### src/rtl/wb_arbiter_pkg.sv
// Shared widths and types for the register-file write-port arbiter.
package wb_pkg;

    localparam int XLEN   = 32;
    localparam int REG_AW = 5;

    typedef struct packed {
        logic              we;
        logic [REG_AW-1:0] rd;
        logic [XLEN-1:0]   data;
    } wb_req_t;

    typedef enum logic [1:0] {
        SRC_NONE,
        SRC_W,
        SRC_BUF,
        SRC_BYP
    } wb_src_e;

endpackage

### src/rtl/wb_arbiter_if.sv
// Write-back side signals: W-stage request, load return, decode sources, and register-file port.
interface wb_arbiter_if;

    logic                       RegWE_W;
    logic [wb_pkg::REG_AW-1:0]  A4_W;
    logic [wb_pkg::XLEN-1:0]    Result_W;
    logic                       LoadValid;
    logic [wb_pkg::REG_AW-1:0]  LoadRd;
    logic [wb_pkg::XLEN-1:0]    ReadData;
    logic [wb_pkg::REG_AW-1:0]  Rs1_D;
    logic [wb_pkg::REG_AW-1:0]  Rs2_D;
    logic                       RegWE_WB;
    logic [wb_pkg::REG_AW-1:0]  A4_WB;
    logic [wb_pkg::XLEN-1:0]    WD_WB;
    logic                       Stall;
    logic                       Hazard;
    logic                       Overflow;

    modport master (
        output RegWE_W, A4_W, Result_W, LoadValid, LoadRd, ReadData, Rs1_D, Rs2_D,
        input  RegWE_WB, A4_WB, WD_WB, Stall, Hazard, Overflow
    );

    modport slave (
        input  RegWE_W, A4_W, Result_W, LoadValid, LoadRd, ReadData, Rs1_D, Rs2_D,
        output RegWE_WB, A4_WB, WD_WB, Stall, Hazard, Overflow
    );

endinterface

### src/rtl/wb_arbiter_fifo.sv
// Circular buffer of late loads; entries can be killed by rd and searched for live rd matches.
module wb_fifo
    import wb_pkg::*;
#(
    parameter int DEPTH = 2
)(
    input  logic                         clk,
    input  logic                         reset,
    input  logic                         push,
    input  logic [REG_AW-1:0]            push_rd,
    input  logic [XLEN-1:0]              push_data,
    input  logic                         pop,
    input  logic                         kill_en,
    input  logic [REG_AW-1:0]            kill_rd,
    input  logic [REG_AW-1:0]            match_a,
    input  logic [REG_AW-1:0]            match_b,
    output logic                         head_live,
    output logic [REG_AW-1:0]            head_rd,
    output logic [XLEN-1:0]              head_data,
    output logic [$clog2(DEPTH+1)-1:0]   count,
    output logic                         hit_a,
    output logic                         hit_b
);

    localparam int PW = $clog2(DEPTH);
    localparam int CW = $clog2(DEPTH + 1);

    logic [DEPTH-1:0]  live;
    logic [REG_AW-1:0] rd_q   [DEPTH];
    logic [XLEN-1:0]   data_q [DEPTH];
    logic [PW-1:0]     head;
    logic [PW-1:0]     tail;

    // Popped slots drop their live bit so the match search never needs the occupancy window.
    always_ff @(posedge clk or negedge reset) begin
        if (!reset) begin
            live  <= '0;
            head  <= '0;
            tail  <= '0;
            count <= '0;
            for (int i = 0; i < DEPTH; i++) rd_q[i] <= '0;
        end else begin
            for (int i = 0; i < DEPTH; i++) begin
                if (kill_en && rd_q[i] == kill_rd) live[i] <= 1'b0;
            end
            if (pop) begin
                live[head] <= 1'b0;
                head       <= head + PW'(1);
            end
            if (push) begin
                live[tail] <= 1'b1;
                rd_q[tail] <= push_rd;
                tail       <= tail + PW'(1);
            end
            if (push && !pop)      count <= count + CW'(1);
            else if (pop && !push) count <= count - CW'(1);
        end
    end

    always_ff @(posedge clk) begin
        if (push) data_q[tail] <= push_data;
    end

    assign head_live = live[head];
    assign head_rd   = rd_q[head];
    assign head_data = data_q[head];

    always_comb begin
        hit_a = 1'b0;
        hit_b = 1'b0;
        for (int i = 0; i < DEPTH; i++) begin
            if (live[i] && rd_q[i] == match_a) hit_a = 1'b1;
            if (live[i] && rd_q[i] == match_b) hit_b = 1'b1;
        end
    end

endmodule

### src/rtl/wb_arbiter.sv
// Register-file write-port arbiter: W stage first, then buffered late loads, then load bypass.
module wb_arbiter
    import wb_pkg::*;
#(
    parameter int DEPTH = 2
)(
    input  logic         clk,
    input  logic         reset,
    wb_arbiter_if.slave  bus
);

    localparam int CW = $clog2(DEPTH + 1);
    localparam logic [CW-1:0] FULL     = CW'(DEPTH);
    localparam logic [CW-1:0] STALL_AT = CW'(DEPTH - 1);

    logic              w_req;
    logic              load_ok;
    logic              pop;
    logic              push_want;
    logic              push;
    logic              ovf_set;
    logic              head_live;
    logic [REG_AW-1:0] head_rd;
    logic [XLEN-1:0]   head_data;
    logic [CW-1:0]     count;
    logic              hit_a;
    logic              hit_b;
    logic              overflow_q;
    wb_src_e           src;
    wb_req_t           sel;
    wb_req_t           out_q;

    assign w_req   = bus.RegWE_W && (bus.A4_W != '0);
    // A load racing a W write to the same rd is older, so it must never land.
    assign load_ok = bus.LoadValid && (bus.LoadRd != '0) && !(w_req && bus.LoadRd == bus.A4_W);

    always_comb begin
        src = SRC_NONE;
        if (w_req)              src = SRC_W;
        else if (count != '0)   src = SRC_BUF;
        else if (load_ok)       src = SRC_BYP;
    end

    always_comb begin
        sel = '0;
        unique case (src)
            SRC_W:   sel = '{we: 1'b1, rd: bus.A4_W, data: bus.Result_W};
            SRC_BUF: if (head_live) sel = '{we: 1'b1, rd: head_rd, data: head_data};
            SRC_BYP: sel = '{we: 1'b1, rd: bus.LoadRd, data: bus.ReadData};
            default: sel = '0;
        endcase
    end

    assign pop       = (src == SRC_BUF);
    assign push_want = load_ok && (src != SRC_BYP);
    assign push      = push_want && ((count != FULL) || pop);
    assign ovf_set   = push_want && (count == FULL) && !pop;

    wb_fifo #(.DEPTH(DEPTH)) u_fifo (
        .clk       (clk),
        .reset     (reset),
        .push      (push),
        .push_rd   (bus.LoadRd),
        .push_data (bus.ReadData),
        .pop       (pop),
        .kill_en   (w_req),
        .kill_rd   (bus.A4_W),
        .match_a   (bus.Rs1_D),
        .match_b   (bus.Rs2_D),
        .head_live (head_live),
        .head_rd   (head_rd),
        .head_data (head_data),
        .count     (count),
        .hit_a     (hit_a),
        .hit_b     (hit_b)
    );

    always_ff @(posedge clk or negedge reset) begin
        if (!reset) begin
            out_q      <= '0;
            overflow_q <= 1'b0;
        end else begin
            out_q <= sel;
            if (ovf_set) overflow_q <= 1'b1;
        end
    end

    assign bus.RegWE_WB = out_q.we;
    assign bus.A4_WB    = out_q.rd;
    assign bus.WD_WB    = out_q.data;
    assign bus.Overflow = overflow_q;
    assign bus.Stall    = (count >= STALL_AT);
    assign bus.Hazard   = ((bus.Rs1_D != '0) && (hit_a || (bus.LoadValid && bus.LoadRd == bus.Rs1_D))) ||
                          ((bus.Rs2_D != '0) && (hit_b || (bus.LoadValid && bus.LoadRd == bus.Rs2_D)));

endmodule

### src/flat_wrapper.sv
// flat-port wrapper written by rule: the top's interface ports become plain ports
module wb_arbiter_flat import wb_pkg::*;
#(
    parameter int DEPTH = 2
)
  (clk, reset, bus_RegWE_W, bus_A4_W, bus_Result_W, bus_LoadValid, bus_LoadRd, bus_ReadData, bus_Rs1_D, bus_Rs2_D, bus_RegWE_WB, bus_A4_WB, bus_WD_WB, bus_Stall, bus_Hazard, bus_Overflow);
  wb_arbiter_if bus_i ();
  input  logic clk;
  input  logic reset;
  input wire logic [$bits(bus_i.RegWE_W)-1:0] bus_RegWE_W;
  input wire logic [$bits(bus_i.A4_W)-1:0] bus_A4_W;
  input wire logic [$bits(bus_i.Result_W)-1:0] bus_Result_W;
  input wire logic [$bits(bus_i.LoadValid)-1:0] bus_LoadValid;
  input wire logic [$bits(bus_i.LoadRd)-1:0] bus_LoadRd;
  input wire logic [$bits(bus_i.ReadData)-1:0] bus_ReadData;
  input wire logic [$bits(bus_i.Rs1_D)-1:0] bus_Rs1_D;
  input wire logic [$bits(bus_i.Rs2_D)-1:0] bus_Rs2_D;
  output wire logic [$bits(bus_i.RegWE_WB)-1:0] bus_RegWE_WB;
  output wire logic [$bits(bus_i.A4_WB)-1:0] bus_A4_WB;
  output wire logic [$bits(bus_i.WD_WB)-1:0] bus_WD_WB;
  output wire logic [$bits(bus_i.Stall)-1:0] bus_Stall;
  output wire logic [$bits(bus_i.Hazard)-1:0] bus_Hazard;
  output wire logic [$bits(bus_i.Overflow)-1:0] bus_Overflow;
  assign bus_i.RegWE_W = bus_RegWE_W;
  assign bus_i.A4_W = bus_A4_W;
  assign bus_i.Result_W = bus_Result_W;
  assign bus_i.LoadValid = bus_LoadValid;
  assign bus_i.LoadRd = bus_LoadRd;
  assign bus_i.ReadData = bus_ReadData;
  assign bus_i.Rs1_D = bus_Rs1_D;
  assign bus_i.Rs2_D = bus_Rs2_D;
  assign bus_RegWE_WB = bus_i.RegWE_WB;
  assign bus_A4_WB = bus_i.A4_WB;
  assign bus_WD_WB = bus_i.WD_WB;
  assign bus_Stall = bus_i.Stall;
  assign bus_Hazard = bus_i.Hazard;
  assign bus_Overflow = bus_i.Overflow;
  wb_arbiter #(.DEPTH(DEPTH)) u_core (.clk(clk), .reset(reset), .bus(bus_i));
endmodule
### config.mk
export PLATFORM = sky130hd
export DESIGN_NAME = wb_arbiter_flat
export DESIGN_NICKNAME = d
export VERILOG_FILES = /design/src/rtl/wb_arbiter_pkg.sv /design/src/rtl/wb_arbiter_if.sv /design/src/rtl/wb_arbiter_fifo.sv /design/src/rtl/wb_arbiter.sv /design/src/flat_wrapper.sv
export SDC_FILE = /design/constraint.sdc
export NUM_CORES = 1
export LEC_CHECK = 0
export ABC_AREA = 1
export ABC_CLOCK_PERIOD_IN_PS = 6000
export CORE_MARGIN = 2
export CORE_UTILIZATION = 57
export CTS_BUF_LIST = sky130_fd_sc_hd__clkbuf_8
export DETAILED_ROUTE_END_ITERATION = 6
export DONT_BUFFER_PORTS = 1
export PLACE_DENSITY = 0.76
export SLEW_MARGIN = 20
export SYNTH_ARGS = -nofsm -noshare
export SYNTH_HDL_FRONTEND = slang
export SYNTH_SLANG_ARGS = --single-unit
### constraint.sdc
create_clock -name clk -period 6 [get_ports clk]
set_input_delay 0.9 -clock clk [delete_from_list [all_inputs] [get_ports clk]]
set_output_delay 0.9 -clock clk [all_outputs]
set_load 0.01 [all_outputs]
-- Word level (Yosys, flattened, before mapping)
Memory sizes are Yosys's and may differ from the RTL's.
Index checks and enable logic that the tools add are counted.
- logic and storage cells: 108
- bits of input ports: 88
- memory bits (writable): 64
- register bits after elaboration: 55
- output and inout port bits: 41
- memories: 1
- memories (name ; words ; width ; read ports ; clocked after Yosys merged registers in ; wr ports ; line ; text):
    u_core.u_fifo.data_q ; 2 ; 32 ; 1 ; 0 ; 1 ; wb_arbiter_fifo.sv:30 ; logic [XLEN-1:0] data_q [DEPTH];
- bitwise operators: 5
- $add $sub $neg: 4
- magnitude comparators: 8
- reductions and logical operators: 36
- multiplexer cells: 29
- equal/unequal tests: 15
- operators by type and width (cell ; count):
    $pmux W38 S3 ; 1
    $eq A5 B5 Y1 ; 9
    $mux W38 ; 1
    $logic_and A1 B1 Y1 ; 23
    $mux W5 ; 4
    $reduce_bool A5 Y1 ; 4
    $mux W2 ; 7
    $mux W1 ; 12
    $bwmux W10 ; 1
    $eq A2 B2 Y1 const B ; 3
    $demux W5 S1 ; 1
    $ge A2 B2 Y1 const B ; 2
    $logic_or A1 B1 Y1 ; 4
    $lt A1 B2 Y1 const B ; 2
    $ne A2 B2 Y1 const B ; 2
    $not A1 Y2 ; 2
    $reduce_bool A2 Y1 ; 2
    $logic_not A1 Y1 ; 3
    $add A1 B1 Y1 const B ; 2
    $add A2 B1 Y2 const B ; 1
    $and A2 B2 Y2 ; 1
    $demux W1 S1 ; 2
    $eq A2 B1 Y1 const B ; 1
    $ge A1 B1 Y1 const B ; 2
    5 further kinds ; 5

-- Logic depth before layout (Yosys ltp)
- word-level depth: 15
- gate-level depth with buffers: 13

-- Hierarchy
From an unflattened synthesis, not the netlist that was laid out.
- cell total of the unflattened synthesis: 629
- area total of the unflattened synthesis: 5557.8 um^2
- by module, submodules not included (module ; area an instance (um^2) ; cells an instance ; instances):
    wb_fifo ; 3500.9 ; 357 ; 1
    wb_arbiter ; 2057.0 ; 272 ; 1

-- Least setup slack after synthesis
Ideal clock, no wire load.
- path kind: input-to-reg
- start: input bus_LoadRd[0]
- end: memory u_core.u_fifo.data_q[0][0], enable pin
- data required time: 5.613 ns
- stages: 7
- arrival time: 2.319 ns
- slack: 3.295 ns
- library setup time: 0.387 ns
- path through: buf_2 > nor2_1 > nand4_1 > nand2_1 > a21oi_2 > nand4_2 > inv_1
- longest elaborated chain between the ends: 12
- elaborated cells between the ends (all ways): 16
- those cells by class: eq/ne: 3; mux: 5; reduce/logical: 8
- ends and longest elaborated chain (element ; line ; text):
    start: declaration ; flat_wrapper.sv:14 ; input wire logic [$bits(bus_i.LoadRd)-1:0] bus_LoadRd;
    $eq A5 B5 Y1 ; wb_arbiter.sv:35 ; assign load_ok = bus.LoadValid && (bus.LoadRd != '0) && !(w_req && bus.LoadRd == bus.A4_W);
    $logic_and A1 B1 Y1 ; wb_arbiter.sv:35 ;
    $logic_not A1 Y1 ; wb_arbiter.sv:35 ;
    $logic_and A1 B1 Y1 * ; wb_arbiter.sv:35 ;
    $mux W2 ; wb_arbiter.sv:41 ; else if (load_ok) src = SRC_BYP;
    $mux W2 ; wb_arbiter.sv:40 ; else if (count != '0) src = SRC_BUF;
    $mux W2 ; wb_arbiter.sv:39 ; if (w_req) src = SRC_W;
    $ne A2 B2 Y1 or $eq A2 B2 Y1 (tied branches) ; wb_arbiter.sv:55, wb_arbiter.sv:54 ;
    $logic_and A1 B1 Y1 or $logic_or A1 B1 Y1 (tied branches) ; wb_arbiter.sv:55, wb_arbiter.sv:56 ;
    $logic_and A1 B1 Y1 * ; wb_arbiter.sv:56 ; assign push = push_want && ((count != FULL) || pop);
    $mux W1 * ; wb_arbiter_fifo.sv:61 ; if (push) data_q[tail] <= push_data;
    $mux W1 (implied by the code) * ; wb_arbiter_fifo.sv:61 ;
    end: declaration ; wb_arbiter_fifo.sv:30 ;
Mark *: on every way between the ends. The rest lies on a longest branch, timed or not.

-- Worst setup path after layout
- start: input bus_LoadRd[3]
- end: output bus_Hazard
- longest elaborated chain between the ends: 5
- elaborated cells between the ends (all ways): 9
- those cells by class: eq/ne: 2; reduce/logical: 7
- ends and longest elaborated chain (element ; line ; text):
    $eq A5 B5 Y1 (on tied branches) ; wb_arbiter.sv:93, wb_arbiter.sv:94 ;
    $logic_and A1 B1 Y1 (on tied branches) ; wb_arbiter.sv:93, wb_arbiter.sv:94 ;
    $logic_or A1 B1 Y1 (on tied branches) ; wb_arbiter.sv:93, wb_arbiter.sv:94 ;
    $logic_and A1 B1 Y1 (on tied branches) ; wb_arbiter.sv:93, wb_arbiter.sv:94 ;
    $logic_or A1 B1 Y1 * ; wb_arbiter.sv:93 ; assign bus.Hazard = ((bus.Rs1_D != '0) && (hit_a || (bus.LoadValid && bus.LoadRd == bus.Rs1_D))) ||
    end: declaration ; flat_wrapper.sv:22 ; output wire logic [$bits(bus_i.Hazard)-1:0] bus_Hazard;
Marked as above.

==> Flow_metrics.wiki <==
{| class="wikitable"
! Metric !! Value
|-
| Overall die area || 10750 sq um
|-
| Clk slew on worst S/H paths || 70 ps
|-
| Count of input and output buffers || 0
|-
| Hold buffer count at cts || 0
|-
| Max-slew violation total from the final report || 0
|-
| Post-CTS Resized || 0
|-
| Number of hold violations in the final report || 0
|-
| Kind of capture point of the worst setup path || output pin
|-
| Flop2flop setup slack || 3420 ps
|-
| Max Buffers Root-to-Sink || 2
|-
| Total power density per cell area || 458.7 nW/um^2
|-
| R2R Path End || u_core.u_fifo.data_q[1][9]
|-
| Launching element of the worst setup path || bus_LoadRd[3]
|-
| Area of the core region || 9729 sq um
|-
| Reported leakage power || 2.811 nW
|-
| Total global routing track utilization || 0.2718
|-
| Final antenna-violating net count || 0
|-
| Via density || 5.555
|-
| Summed instance area of the synthesized netlist || 5665 sq um
|-
| Via Count || 4155
|-
| Area contributors post-synth || edfxtp_1 34%, dfrtp_1 24%, nand2_1 15%
|-
| Total negative slack || 0 ps
|-
| CTS tree || built
|-
| Wire length of the first global-routing pass || 22.34 mm
|-
| Weighted congestion reported at the end of routability-driven placement || 0.9933
|-
| Clock latency at the later pin of the worst-skew pair || 420 ps
|-
| Mean instance size in the synthesized netlist || 9.380 sq um
|-
| Share of final-layout standard cells stronger than drive strength 1 || 0.09106
|-
| Clock tree root driver cell || clkbuf_8
|-
| Largest area contributor in the synthesized netlist || edfxtp_1
|-
| Int Power || 1.764 mW
|-
| Gate Count Post-Synth || 604
|-
| Minimum setup slack after placement || 2984 ps
|-
| Sw Share || 0.3710
|-
| Layout overhead on the synthesized area || 7.906%
|-
| Power share of the sequential group || 0.477
|-
| End of the critical path || bus_Hazard
|-
| Number of filler cells placed in the layout || 819
|-
| Worst setup slack after layout || 3389 ps
|-
| Sequential cell area fraction in the yosys report || 0.5822
|-
| Via count of the first global-routing pass || 4163
|-
| RSZ-0062 raised after global routing || false
|-
| Worst IR drop on VDD || 0.2545 mV
|-
| H-tree lvl count || 4
|-
| Maximum number of pins on one net before global-route repair || 56
|-
| First-pass DRT Iterations || 5
|-
| Dpl hpwl || 9.707 mm
|-
| Skew final || 12.94 ps
|-
| Highest Clock Rate || 383.0 MHz
|-
| Synthesized flop and latch total || 119
|-
| Count of routing violations after the opening detailed-route iteration || 313
|-
| Worst reg2reg path depth || 8
|-
| Post-route clock period utilization || 0.4351
|-
| Number of buffers created by CTS || 17
|-
| Die width || 103.7 microns
|-
| Worst Max-Slew Pin Slew || 1112 ps
|-
| Setup violators final || 0
|-
| Kind of start point of the critical path || input pin
|-
| Clock network power share || 0.255
|-
| Arrival time at the worst endpoint || 1710 ps
|-
| Startpoint of the worst register-to-register path || u_core.u_fifo.count[0]
|-
| Overflow left after global routing || 0
|-
| Peak fanout along the critical path || 7
|-
| # diodes || 0
|-
| Leading cell types in the layout, fill and taps excluded || 230 x nand2_1, 75 x inv_1, 64 x edfxtp_1
|-
| Starting density of the core || 0.5823
|-
| Utilization after layout || 0.6283
|-
| Total of warnings raised by yosys || 0
|-
| Clk sinks || 119
|-
| Number of nets in the synthesized netlist || 695
|-
| Final Routed Wirelength || 14.06 mm
|-
| Sw power || 1.041 mW
|-
| I/O Pins || 129
|-
| Required time at the endpoint of the critical path || 5100 ps
|-
| Initial antenna violation count || 0
|-
| Post-CTS Setup Inserts || 0
|-
| Count of unique library cells instantiated by Yosys || 29
|-
| Tightest Hold Check Type || in2async
|-
| Row count || 36
|-
| Post-DR wirelength/cell || 18.79 microns
|-
| Post-route total power || 2.804 mW
|-
| CP Class || in2out
|-
| Post-layout nets || 693
|-
| Number of remaining DRC errors || 0
|-
| Worst relative slew slack || 0.2578
|-
| Proportion of power drawn by combinational gates || 0.268
|-
| Result of the run || finished, final reports clean
|-
| Die boundary height || 103.7 microns
|-
| Leading cell type in the layout, fill and taps excluded || nand2_1
|-
| Maxcap violations || 0
|-
| Post-synth top area share || 0.3392
|-
| Fin crit period || 2611 ps
|}
## stage by stage
stage	instance area, sq um	hold slack, ps	instances
3_3_place_gp	5715	465.4	716
4_1_cts	6113	144.0	748
5_1_grt	6113	123.5	748
2_1_floorplan	5665	446.4	604
6_report	6113	169.2	748
3_5_place_dp	5715	464.6	716
## worst min-delay path by stage
stage,slack [ps],startpoint,to
2_1_floorplan,450,u_core.u_fifo.count[0],u_core.u_fifo.count[0]
3_3_place_gp,470,u_core.u_fifo.count[0],u_core.u_fifo.count[0]
3_5_place_dp,460,u_core.u_fifo.count[0],u_core.u_fifo.count[0]
4_1_cts,140,reset,u_core.bus.WD_WB[27]
5_1_grt,120,reset,u_core.bus.WD_WB[29]
6_report,170,reset,u_core.bus.WD_WB[29]
## area by class of cell
class	instances	area, sq um	share of cell area
well taps	133	166.4	0.02722
clock buffers	21	289.0	0.04728
clock inverters	11	108.9	0.01781
repair buffers	4	30.03	0.004912
inverters	74	277.8	0.04544
flip-flops and latches	119	3298	0.5395
multi-input cells	386	1943	0.3178
## cells in the mapped netlist (all sizes together)
cell / number
nand3: 15
inv: 74
xnor2: 5
o21bai: 1
nand2: 233
a21oi: 12
xor2: 11
edfxtp: 64
o221ai: 5
buf: 18
o21ai: 13
nor3: 5
nor2: 19
o22ai: 13
ha: 3
nand4: 17
clkbuf: 7
o211ai: 34
dfrtp: 55
## state kept, by name (all words and copies together) (netlist names)
signal / flops
u_core.u_fifo.data_q: 64
u_core.bus.WD_WB: 32
u_core.u_fifo.rd_q: 10
u_core.bus.A4_WB: 5
u_core.u_fifo.count: 2
u_core.u_fifo.live: 2
u_core.bus.Overflow: 1
u_core.bus.RegWE_WB: 1
u_core.u_fifo.head: 1
u_core.u_fifo.tail: 1
## power groups by stage
stage / registers (mW) / clock network (mW) / logic [mW]
2_1_floorplan: 1.25 / 0 / 0.622
5_1_grt: 1.36 / 0.763 / 0.849
3_3_place_gp: 1.35 / 0 / 0.725
3_5_place_dp: 1.35 / 0 / 0.746
6_report: 1.34 / 0.716 / 0.750
4_1_cts: 1.33 / 0.719 / 0.754
## critical path, stage by stage
cell,delay (ps)
inv_1,110
nand2_1,70
a21oi_1,240
nand3_1,120
nand3_1,100
nand2_1,50
nand2_1,130
## metal layers
metal,up-vias,wire length (microns),track usage,share of wire
li1,1987,-,-,-
met4,0,361,0.1062,0.026
met3,28,1195,0.1038,0.085
met1,1961,5732,0.3360,0.41
met5,-,0,0,0
met2,179,6765,0.4347,0.48
## cells by family after synthesis
| logic type | after synthesis | synth area share |
|---|---|---|
| XOR/XNOR | 16 | 0.02473 |
| AO/OA/AOI/OAI | 78 | 0.1009 |
| AND/OR/NAND/NOR | 289 | 0.2107 |
| adder cells (fa/ha/maj) | 3 | 0.006626 |
| buffers and inverters | 99 | 0.07487 |
| flip-flops | 119 | 0.5822 |
No activity file was read; power rests on OpenSTA's default activity.
